## src/rtl/mpu6050_pkg.sv

```systemverilog
// mpu6050_pkg: shared FSM states, register map and frame layout for the MPU6050 frame assembler
package mpu6050_pkg;
   typedef enum logic [2:0] {S_IDLE, S_REQ, S_COLLECT, S_PUBLISH, S_ABORT} state_t;
   localparam logic [7:0] MPU_REG_ACCEL_XOUT_H = 8'h3B;
   localparam int SLOT_AX   = 0;
   localparam int SLOT_AY   = 1;
   localparam int SLOT_AZ   = 2;
   localparam int SLOT_TEMP = 3;
   localparam int SLOT_GX   = 4;
   localparam int SLOT_GY   = 5;
   localparam int SLOT_GZ   = 6;
   typedef struct packed {
      logic [15:0] ax, ay, az, temp, gx, gy, gz;
   } frame_t;
endpackage

```

## src/rtl/mpu6050_frame_assembler_if.sv

```systemverilog
// mpu6050_frame_assembler_if: I2C burst-read handshake plus frame valid/ready output bundle
//   master : the frame assembler (drives rd_req and all frame/counter outputs)
//   slave  : the surrounding I2C master and pose-estimation consumer
interface mpu6050_frame_assembler_if;
   logic        rd_req, rd_ack, rd_byte_vld, rd_done, rd_nack;
   logic [7:0]  rd_byte;
   logic        frame_valid, frame_ready;
   logic [15:0] accel_x, accel_y, accel_z, temp, gyro_x, gyro_y, gyro_z;
   logic [7:0]  overrun_cnt, err_cnt;
   modport master (
      output rd_req, frame_valid, accel_x, accel_y, accel_z, temp, gyro_x, gyro_y, gyro_z,
             overrun_cnt, err_cnt,
      input  rd_ack, rd_byte_vld, rd_byte, rd_done, rd_nack, frame_ready
   );
   modport slave (
      input  rd_req, frame_valid, accel_x, accel_y, accel_z, temp, gyro_x, gyro_y, gyro_z,
             overrun_cnt, err_cnt,
      output rd_ack, rd_byte_vld, rd_byte, rd_done, rd_nack, frame_ready
   );
endinterface

```

## src/rtl/mpu6050_sample_tick.sv

```systemverilog
// mpu6050_sample_tick: free-running SAMPLE_DIV divider with a sticky, coalescing tick-pending flag
//   sys_clk_12m in  clock
//   rst         in  synchronous active-high reset
//   clr         in  consumer took the pending tick
//   tick_pend   out a sample is due
module mpu6050_sample_tick #(
   parameter int SAMPLE_DIV = 12000
) (
   input  logic sys_clk_12m,
   input  logic rst,
   input  logic clr,
   output logic tick_pend
);
   localparam int CW = $clog2(SAMPLE_DIV);
   localparam logic [CW-1:0] LAST = CW'(SAMPLE_DIV - 1);
   logic [CW-1:0] cnt;
   logic wrap;
   assign wrap = (cnt == LAST);
   always_ff @(posedge sys_clk_12m) begin
      if (rst) begin
         cnt       <= '0;
         tick_pend <= 1'b0;
      end else begin
         cnt       <= wrap ? '0 : cnt + 1'b1;
         // a new tick wins over a same-cycle clear so no sample is lost
         tick_pend <= wrap | (tick_pend & ~clr);
      end
   end
endmodule

```

## src/rtl/mpu6050_frame_assembler.sv

```systemverilog
// mpu6050_frame_assembler: periodic 14-byte MPU6050 burst reader packing big-endian words into validated frames
//   sys_clk_12m in  sole clock
//   rst         in  synchronous active-high reset
//   bus         master modport: rd_req/rd_ack/rd_byte_vld/rd_byte/rd_done/rd_nack from the I2C master,
//               frame_valid/frame_ready plus accel/temp/gyro words, overrun_cnt, err_cnt to the consumer
//   Optional MPU_GYRO_BIAS_CAL_EN: first good frame becomes the gyro bias and later gyro words are raw - bias.
module mpu6050_frame_assembler
   import mpu6050_pkg::*;
#(
   parameter int SAMPLE_DIV  = 12000,
   parameter int BURST_LEN   = 14,
   parameter int TIMEOUT_CYC = 4095
) (
   input logic sys_clk_12m,
   input logic rst,
   mpu6050_frame_assembler_if.master bus
);
   localparam int IW = $clog2(BURST_LEN + 2);
   localparam int TW = $clog2(TIMEOUT_CYC + 1);
   localparam logic [IW-1:0] LEN = IW'(BURST_LEN);
   localparam logic [TW-1:0] TMO = TW'(TIMEOUT_CYC);
   state_t        state;
   logic          tick_pend, tick_clr, accept;
   logic [IW-1:0] idx, idx_nxt;
   logic [TW-1:0] timer;
   logic [7:0]    hi_byte;
   logic [15:0]   shadow [BURST_LEN/2];
   frame_t        raw, pub, out_frame;
`ifdef MPU_GYRO_BIAS_CAL_EN
   logic          bias_done;
   logic [15:0]   bias_gx, bias_gy, bias_gz;
`endif
   mpu6050_sample_tick #(.SAMPLE_DIV(SAMPLE_DIV)) u_tick (
      .sys_clk_12m(sys_clk_12m),
      .rst        (rst),
      .clr        (tick_clr),
      .tick_pend  (tick_pend)
   );
   assign tick_clr = (state == S_IDLE) && tick_pend;
   assign accept   = !bus.frame_valid || bus.frame_ready;
   // done is judged against the count including any byte landing in the same cycle
   assign idx_nxt  = idx + IW'(bus.rd_byte_vld);
   always_comb begin
      raw = '{ax: shadow[SLOT_AX], ay: shadow[SLOT_AY], az: shadow[SLOT_AZ], temp: shadow[SLOT_TEMP],
              gx: shadow[SLOT_GX], gy: shadow[SLOT_GY], gz: shadow[SLOT_GZ]};
      pub = raw;
`ifdef MPU_GYRO_BIAS_CAL_EN
      pub.gx = raw.gx - bias_gx;
      pub.gy = raw.gy - bias_gy;
      pub.gz = raw.gz - bias_gz;
`endif
   end
   always_ff @(posedge sys_clk_12m) begin
      if (rst) begin
         state           <= S_IDLE;
         idx             <= '0;
         timer           <= '0;
         hi_byte         <= '0;
         out_frame       <= '0;
         bus.rd_req      <= 1'b0;
         bus.frame_valid <= 1'b0;
         bus.overrun_cnt <= '0;
         bus.err_cnt     <= '0;
         for (int i = 0; i < BURST_LEN/2; i++) shadow[i] <= '0;
`ifdef MPU_GYRO_BIAS_CAL_EN
         bias_done <= 1'b0;
         bias_gx   <= '0;
         bias_gy   <= '0;
         bias_gz   <= '0;
`endif
      end else begin
         // PUBLISH below may re-assert valid in the same cycle
         if (bus.frame_valid && bus.frame_ready) bus.frame_valid <= 1'b0;
         case (state)
            S_IDLE: if (tick_pend) begin
               state      <= S_REQ;
               bus.rd_req <= 1'b1;
            end
            S_REQ: if (bus.rd_ack) begin
               state      <= S_COLLECT;
               bus.rd_req <= 1'b0;
               idx        <= '0;
               timer      <= '0;
            end
            S_COLLECT: begin
               if (bus.rd_byte_vld) begin
                  timer <= '0;
                  idx   <= idx_nxt;
                  if (idx[0]) shadow[idx[IW-1:1]] <= {hi_byte, bus.rd_byte};
                  else hi_byte <= bus.rd_byte;
               end else begin
                  timer <= timer + 1'b1;
               end
               if (bus.rd_nack || (bus.rd_byte_vld && idx == LEN) || (bus.rd_done && idx_nxt != LEN) ||
                   (!bus.rd_byte_vld && timer == TMO)) state <= S_ABORT;
               else if (bus.rd_done) state <= S_PUBLISH;
            end
            S_PUBLISH: begin
               state <= S_IDLE;
               if (accept) begin
`ifdef MPU_GYRO_BIAS_CAL_EN
                  if (!bias_done) begin
                     bias_done <= 1'b1;
                     bias_gx   <= raw.gx;
                     bias_gy   <= raw.gy;
                     bias_gz   <= raw.gz;
                  end else begin
                     out_frame       <= pub;
                     bus.frame_valid <= 1'b1;
                  end
`else
                  out_frame       <= pub;
                  bus.frame_valid <= 1'b1;
`endif
               end else if (bus.overrun_cnt != 8'hFF) begin
                  bus.overrun_cnt <= bus.overrun_cnt + 1'b1;
               end
            end
            S_ABORT: begin
               state <= S_IDLE;
               if (bus.err_cnt != 8'hFF) bus.err_cnt <= bus.err_cnt + 1'b1;
            end
            default: state <= S_IDLE;
         endcase
      end
   end
   assign bus.accel_x = out_frame.ax;
   assign bus.accel_y = out_frame.ay;
   assign bus.accel_z = out_frame.az;
   assign bus.temp    = out_frame.temp;
   assign bus.gyro_x  = out_frame.gx;
   assign bus.gyro_y  = out_frame.gy;
   assign bus.gyro_z  = out_frame.gz;
endmodule

```

## src/flat_wrapper.sv

```systemverilog
// flat-port wrapper written by rule: the top's interface ports become plain ports
module mpu6050_frame_assembler_flat import mpu6050_pkg::*;
#(
   parameter int SAMPLE_DIV  = 12000,
   parameter int BURST_LEN   = 14,
   parameter int TIMEOUT_CYC = 4095
)
  (sys_clk_12m, rst, bus_rd_req, bus_frame_valid, bus_accel_x, bus_accel_y, bus_accel_z, bus_temp, bus_gyro_x, bus_gyro_y, bus_gyro_z, bus_overrun_cnt, bus_err_cnt, bus_rd_ack, bus_rd_byte_vld, bus_rd_byte, bus_rd_done, bus_rd_nack, bus_frame_ready);
  mpu6050_frame_assembler_if bus_i ();
  input logic sys_clk_12m;
  input logic rst;
  output wire logic [$bits(bus_i.rd_req)-1:0] bus_rd_req;
  output wire logic [$bits(bus_i.frame_valid)-1:0] bus_frame_valid;
  output wire logic [$bits(bus_i.accel_x)-1:0] bus_accel_x;
  output wire logic [$bits(bus_i.accel_y)-1:0] bus_accel_y;
  output wire logic [$bits(bus_i.accel_z)-1:0] bus_accel_z;
  output wire logic [$bits(bus_i.temp)-1:0] bus_temp;
  output wire logic [$bits(bus_i.gyro_x)-1:0] bus_gyro_x;
  output wire logic [$bits(bus_i.gyro_y)-1:0] bus_gyro_y;
  output wire logic [$bits(bus_i.gyro_z)-1:0] bus_gyro_z;
  output wire logic [$bits(bus_i.overrun_cnt)-1:0] bus_overrun_cnt;
  output wire logic [$bits(bus_i.err_cnt)-1:0] bus_err_cnt;
  input wire logic [$bits(bus_i.rd_ack)-1:0] bus_rd_ack;
  input wire logic [$bits(bus_i.rd_byte_vld)-1:0] bus_rd_byte_vld;
  input wire logic [$bits(bus_i.rd_byte)-1:0] bus_rd_byte;
  input wire logic [$bits(bus_i.rd_done)-1:0] bus_rd_done;
  input wire logic [$bits(bus_i.rd_nack)-1:0] bus_rd_nack;
  input wire logic [$bits(bus_i.frame_ready)-1:0] bus_frame_ready;
  assign bus_rd_req = bus_i.rd_req;
  assign bus_frame_valid = bus_i.frame_valid;
  assign bus_accel_x = bus_i.accel_x;
  assign bus_accel_y = bus_i.accel_y;
  assign bus_accel_z = bus_i.accel_z;
  assign bus_temp = bus_i.temp;
  assign bus_gyro_x = bus_i.gyro_x;
  assign bus_gyro_y = bus_i.gyro_y;
  assign bus_gyro_z = bus_i.gyro_z;
  assign bus_overrun_cnt = bus_i.overrun_cnt;
  assign bus_err_cnt = bus_i.err_cnt;
  assign bus_i.rd_ack = bus_rd_ack;
  assign bus_i.rd_byte_vld = bus_rd_byte_vld;
  assign bus_i.rd_byte = bus_rd_byte;
  assign bus_i.rd_done = bus_rd_done;
  assign bus_i.rd_nack = bus_rd_nack;
  assign bus_i.frame_ready = bus_frame_ready;
  mpu6050_frame_assembler #(.SAMPLE_DIV(SAMPLE_DIV), .BURST_LEN(BURST_LEN), .TIMEOUT_CYC(TIMEOUT_CYC)) u_core (.sys_clk_12m(sys_clk_12m), .rst(rst), .bus(bus_i));
endmodule
```

## config.mk

```make
export PLATFORM = sky130hd
export DESIGN_NAME = mpu6050_frame_assembler_flat
export DESIGN_NICKNAME = d
export VERILOG_FILES = /design/src/rtl/mpu6050_pkg.sv /design/src/rtl/mpu6050_frame_assembler_if.sv /design/src/rtl/mpu6050_sample_tick.sv /design/src/rtl/mpu6050_frame_assembler.sv /design/src/flat_wrapper.sv
export SDC_FILE = /design/constraint.sdc
export NUM_CORES = 1
export LEC_CHECK = 0
export CORE_AREA = 10 10 201 203
export CTS_CLUSTER_DIAMETER = 80
export DETAILED_ROUTE_END_ITERATION = 7
export DIE_AREA = 0 0 211 213
export MAX_ROUTING_LAYER = met4
export PLACE_DENSITY_LB_ADDON = 0.15
export REMOVE_ABC_BUFFERS = 1
export SLEW_MARGIN = 20
export SYNTH_ARGS = -nofsm -noshare
export SYNTH_HDL_FRONTEND = slang
export SYNTH_SLANG_ARGS = --single-unit
```

## constraint.sdc

```tcl
create_clock -name sys_clk_12m -period 3.25 [get_ports sys_clk_12m]
set_clock_uncertainty 0.2 [all_clocks]
set_input_delay 0.65 -clock sys_clk_12m [delete_from_list [all_inputs] [get_ports sys_clk_12m]]
set_output_delay 0.65 -clock sys_clk_12m [all_outputs]
set_load 0.05 [all_outputs]
```

# Word level (Yosys, flattened, before mapping)
# Memories as Yosys holds them, arrays and structs flattened. A register that Yosys moved wholly into a read port is not among the register bits.
# Index checks and enable logic that the tools add are counted.
[word_totals]
n_memories = 1
out_inout_bits = 130
mem_bits_rw = 112
input_bits = 15
ff_bits = 60
[op_classes]
reduce_logical = 24
n_addsub = 5
n_mux = 27
eq_ne = 14
n_bitwise = 5
[memory_table]
columns = ["memory", "words", "word_bits", "read_ports", "rd_ports_with_merged_regs", "wr", "line", "source"]
rows = [
  ["u_core.shadow", 7, 16, 7, 7, 7, "mpu6050_frame_assembler.sv:27", "logic [15:0] shadow [BURST_LEN/2];"],
]
[op_table]
columns = ["operator", "count"]
rows = [
  ["two-way mux 12 bit", 2],
  ["one-hot mux 12 bit (2 select lines)", 1],
  ["adder 8 x 1 -> 8 bit (second input constant)", 2],
  ["two-way mux 16 bit", 1],
  ["!= test 8 bit (second input constant)", 2],
  ["OR reduction 16 bit", 1],
  ["two-way mux 3 bit", 5],
  ["AND reduction 3 bit", 5],
  ["adder 14 x 1 -> 14 bit (second input constant)", 1],
  ["== test 14 bit (second input constant)", 1],
  ["two-way mux 1 bit", 13],
  ["adder 12 x 1 -> 12 bit (second input constant)", 1],
  ["== test 12 bit (second input constant)", 1],
  ["one-hot mux 3 bit (3 select lines)", 1],
  ["two-way mux 4 bit", 2],
  ["one-hot mux 4 bit (2 select lines)", 1],
  ["== test 3 x 2 -> 1 bit (second input constant)", 2],
  ["!= test 2 bit (second input constant)", 3],
  ["AND reduction 2 bit", 3],
  ["logical AND 1 bit", 5],
  ["adder 4 x 1 -> 4 bit", 1],
  ["== test 4 bit (second input constant)", 1],
  ["logical OR 1 bit", 4],
  ["!= test 4 bit (second input constant)", 1],
  ["other kinds (11)", 15],
]

# Depth between registers and ports, before layout
[logic_depth]
word_depth = 7
ltp_mapped = 8

# By module
# A second synthesis with hierarchy kept.
[unflattened]
cells_unflattened = 1113
area_unflattened_um2 = 10779.1
[by_module_without_submodules]
columns = ["mod", "seq_area_each_um2", "n_inst", "area_per_inst_um2", "cells_each"]
rows = [
  ["mpu6050_frame_assembler", 6346.1, 1, 10119.7, 1039],
  ["mpu6050_sample_tick", 300.3, 1, 659.4, 74],
]

# Least setup slack after synthesis
# OpenSTA, ideal clock, no wires.
[synth_path]
path_type = "input-to-reg"
start = "in bus_rd_byte_vld"
end = "mem u_core.shadow[5][0], enable pin"
slack_ns = 0.796
required_time_ns = 2.658
n_path_buf = 0
setup_time_ns = 0.392
arrival_ns = 1.862
cell_stages = 3
cell_sequence = "ha_1 > nand4b_1 > o21bai_1"
[synth_rtl]
columns = ["element", "line", "source"]
rows = [
  ["from (decl)", "flat_wrapper.sv:24", "input wire logic [$bits(bus_i.rd_byte_vld)-1:0] bus_rd_byte_vld;"],
  ["to (decl)", "mpu6050_frame_assembler.sv:27", ""],
]

# Worst setup path in the final report
[layout_path]
start = "reg u_core.bus.err_cnt[0] (netlist name)"
end = "out bus_err_cnt[0]"
[layout_rtl]
columns = ["element", "line", "source"]
rows = [
  ["from (decl)", "mpu6050_frame_assembler_if.sv:12", "overrun_cnt, err_cnt,"],
  ["from (signal assigned)", "mpu6050_frame_assembler.sv:121", "if (bus.err_cnt != 8'hFF) bus.err_cnt <= bus.err_cnt + 1'b1;"],
  ["to (decl)", "flat_wrapper.sv:22", "output wire logic [$bits(bus_i.err_cnt)-1:0] bus_err_cnt;"],
]
# No word-level cell between the ends.

==> metrics <==
Non-Filler Instances 1751; largest net degree at the start of global routing 113; share of cells above drive strength 1 0.0818; Hold Crit Class in2reg; Hold Path Stages 2; DR pass1 iterations 4; Core ar. 36300 um^2; worst path required time 2.40 ns; final instance area 13800 um^2; worst reg2reg endpoint u_core.shadow[4][12]$_SDFFCE_PN0P_; crit-path leading delay family buffers and inverters; Antenna Cells 0; Horiz. Die Dim 211 um; crit path launch type flop; crit path launch u_core.bus.err_cnt[0]$_SDFFE_PP0P_; Crit. End Element primary output; initial antenna violation count 0; Worst-path clk slew 0.05 ns; buffers plus inverters on the worst setup path 1; total number of vias 7838; Hold Slack 0.212 ns; final worst-path cycle share 0.823; fraction of registers with async set/reset 0; root buf cell clkbuf_16; Detail Placement HPWL 19200 um; fillers 3680; number of synthesized flops with an enable pin 96; Final min period 2.67 ns; Storage cell area 6650 um^2; Worst path slowest cell clkdlybuf4s50_1; power per cell area 547 nW/um^2; worst slack, placed 0.324 ns; Post-CTS Hold Fix Bufs 0; final antenna-violating net count 0; Yosys warnings 0; Final Hold Vio Count 0; CP endpoint bus_err_cnt[0]; RSZ-0062 raised after global routing no; Unique masters post-synth 57; Seq cells post-synth 284; GRT Total Usage 0.128; sequential cell area fraction in the yosys report 0.620; drt drc 0; Worst VDD drop 0.334 mV; reg2reg start u_core.state[1]$_SDFFE_PP0P_; CTS Sinks 284; max-slew violation count 0; PostCTS Resize Cnt 0; FP Rows 70; f_max 374 MHz; Cells after Synth 1119; Die Ht 213 um; WP depth 1; H-tree depth 2; TritonCTS clock tree done; placed inst area 12700 um^2; Area Growth Syn to Fin 28.5%; GPL Wtd Cong 0.765; I/O Buffers 144; worst stage delay on the critical path 0.86 ns; total CTS buffers 34; r2r setup slk 0.93 ns; multi-input logic area 3720 um^2; initial DRC count 439; # setup viols final 0; outcome completed; Least-Margin Pin Slew 0.615 ns; Post-CTS Setup Bufs 0; setup ws final 0.576 ns; Rel. slew slack 0.589; Worst R2R Path Depth 4; synthesized area 10700 um^2; routed len/inst 16.3 um; Total Wirelength 28500 um; most used flip-flop cell after synthesis dfxtp_1; clk_lat worst skew 0.51 ns; Cell Chain, Critical Path clkdlybuf4s50_1; GRT Residual Overflow 0; vias in the first global route 7756; maxcap violations 0; Worst EP arrival 1.82 ns; I/O pin count 145; die area 44900 um^2; Placed Cells 1689; Initial Utilization 0.296; Final Power 7.53 mW; first-pass GRT wire length 44700 um; critical-path maximum fanout 6; P_leak 4.62 nW; syn avg cell area 9.58 um^2; Final nets 1279; Longest Clk Path Bufs 3; CP Class reg2out; post-DR vias/cell 4.48
cells in the final DEF, fill, tap and decap left out, types with 3 or more instances in the layout:
master / count
nand2_1: 302
dfxtp_1: 188
clkdlybuf4s50_1: 143
a21oi_1: 139
nor2_1: 120
edfxtp_1: 96
clkbuf_16: 35
inv_1: 22
xnor2_1: 22
buf_4: 18
and2_1: 16
nand3_1: 16
nor3_1: 14
xor2_1: 12
nand4_1: 10
nand2_2: 10
a21oi_2: 10
clkbuf_1: 10
nand2b_1: 8
ha_1: 7
and3_1: 4
o21ai_0: 4
or3_1: 4
clkbuf_8: 4
buf_12: 4
and4_1: 3
nand3b_1: 3
nor3b_1: 3
clkinv_2: 3
clkinv_1: 3
cell type report:
cell class                      instances  share of cell area
Inverter                               22             0.00599
Sequential cell                       284               0.482
Clock buffer                           50              0.0708
Clock inverter                         12             0.00790
Timing Repair Buffer                  166               0.120
Multi-Input combinational cell        749               0.270
Tap cell                              468              0.0425
cells by family after synthesis:
| logic type | after synthesis | share of synthesized area |
|---|---|---|
| AO/OA/AOI/OAI | 169 | 0.0869 |
| AND/OR/NAND/NOR | 537 | 0.221 |
| buffers and inverters | 86 | 0.0347 |
| multiplexers | 2 | 0.00187 |
| flip-flops | 284 | 0.620 |
| adder cells (fa/ha/maj) | 7 | 0.00817 |
| XOR/XNOR | 34 | 0.0278 |
cell usage after synthesis (3+ instances only):
cell      instances  area share
inv_1            22      0.0077
or3_1             4      0.0023
and2_1           16      0.0093
nand2_1         303        0.11
nor3_1           14      0.0065
nor2_1          121       0.042
dfxtp_1         188        0.35
and3_1            4      0.0023
xor2_1           12      0.0098
a21oi_2          10      0.0082
nor3b_1           3      0.0021
and4_1            3      0.0025
edfxtp_1         96        0.27
xnor2_1          22       0.018
o21ai_0           4      0.0019
nand2b_1          8      0.0047
nand4_1          10      0.0058
a21oi_1         139       0.065
clkbuf_1         44       0.015
nand3_1          16      0.0075
ha_1              7      0.0082
buf_2            17      0.0079
nand3b_1          3      0.0021
nand2_2          10      0.0058
per-stage QoR:
step / utilization / TNS, ns
2_1_floorplan: - / -156.93
3_3_place_gp: 0.350 / 0
3_5_place_dp: 0.350 / 0
4_1_cts: 0.380 / 0
5_1_grt: 0.380 / 0
6_report: 0.380 / 0
flip-flops by register name, summed over array words and instances, names as in the netlist:
name / cells
u_core.bus.frame_valid: 1
bus_gyro_x: 16
bus_gyro_y: 16
u_core.timer: 12
bus_accel_z: 16
bus_gyro_z: 16
u_core.u_tick.cnt: 14
u_core.bus.rd_req: 1
u_core.bus.err_cnt: 8
u_core.u_tick.tick_pend: 1
bus_accel_x: 16
u_core.bus.overrun_cnt: 8
u_core.idx: 4
bus_accel_y: 16
bus_temp: 16
u_core.state: 3
u_core.hi_byte: 8
u_core.shadow: 112
power breakdown:
part           switching (mW)  internal, mW  total (mW)
Clock                    1.49          2.18        3.67
Sequential             0.0187          3.72        3.74
Combinational          0.0908        0.0360       0.127
worst min-delay path by stage:
stage                                          from                         endpoint  slack (ns)
floorplan           u_core.u_tick.cnt[0]$_SDFF_PP0_  u_core.u_tick.cnt[0]$_SDFF_PP0_        0.22
detailed placement  u_core.u_tick.cnt[0]$_SDFF_PP0_  u_core.u_tick.cnt[0]$_SDFF_PP0_        0.24
global placement    u_core.u_tick.cnt[0]$_SDFF_PP0_  u_core.u_tick.cnt[0]$_SDFF_PP0_        0.24
finish                                          rst      bus_gyro_y[12]$_SDFFE_PP0P_        0.21
CTS                                             rst       bus_gyro_y[9]$_SDFFE_PP0P_        0.19
global route                                    rst       bus_gyro_y[9]$_SDFFE_PP0P_        0.20
layer usage:
layer	part of all wire	wire length, um	track usage	vias up
li1	-	-	-	3989
met4	0.015	442	0.0312	0
met3	0.051	1470	0.0262	32
met2	0.47	13500	0.204	148
met5	0	0	-	-
met1	0.46	13200	0.164	3669
Power figures use the tool's default switching activity.
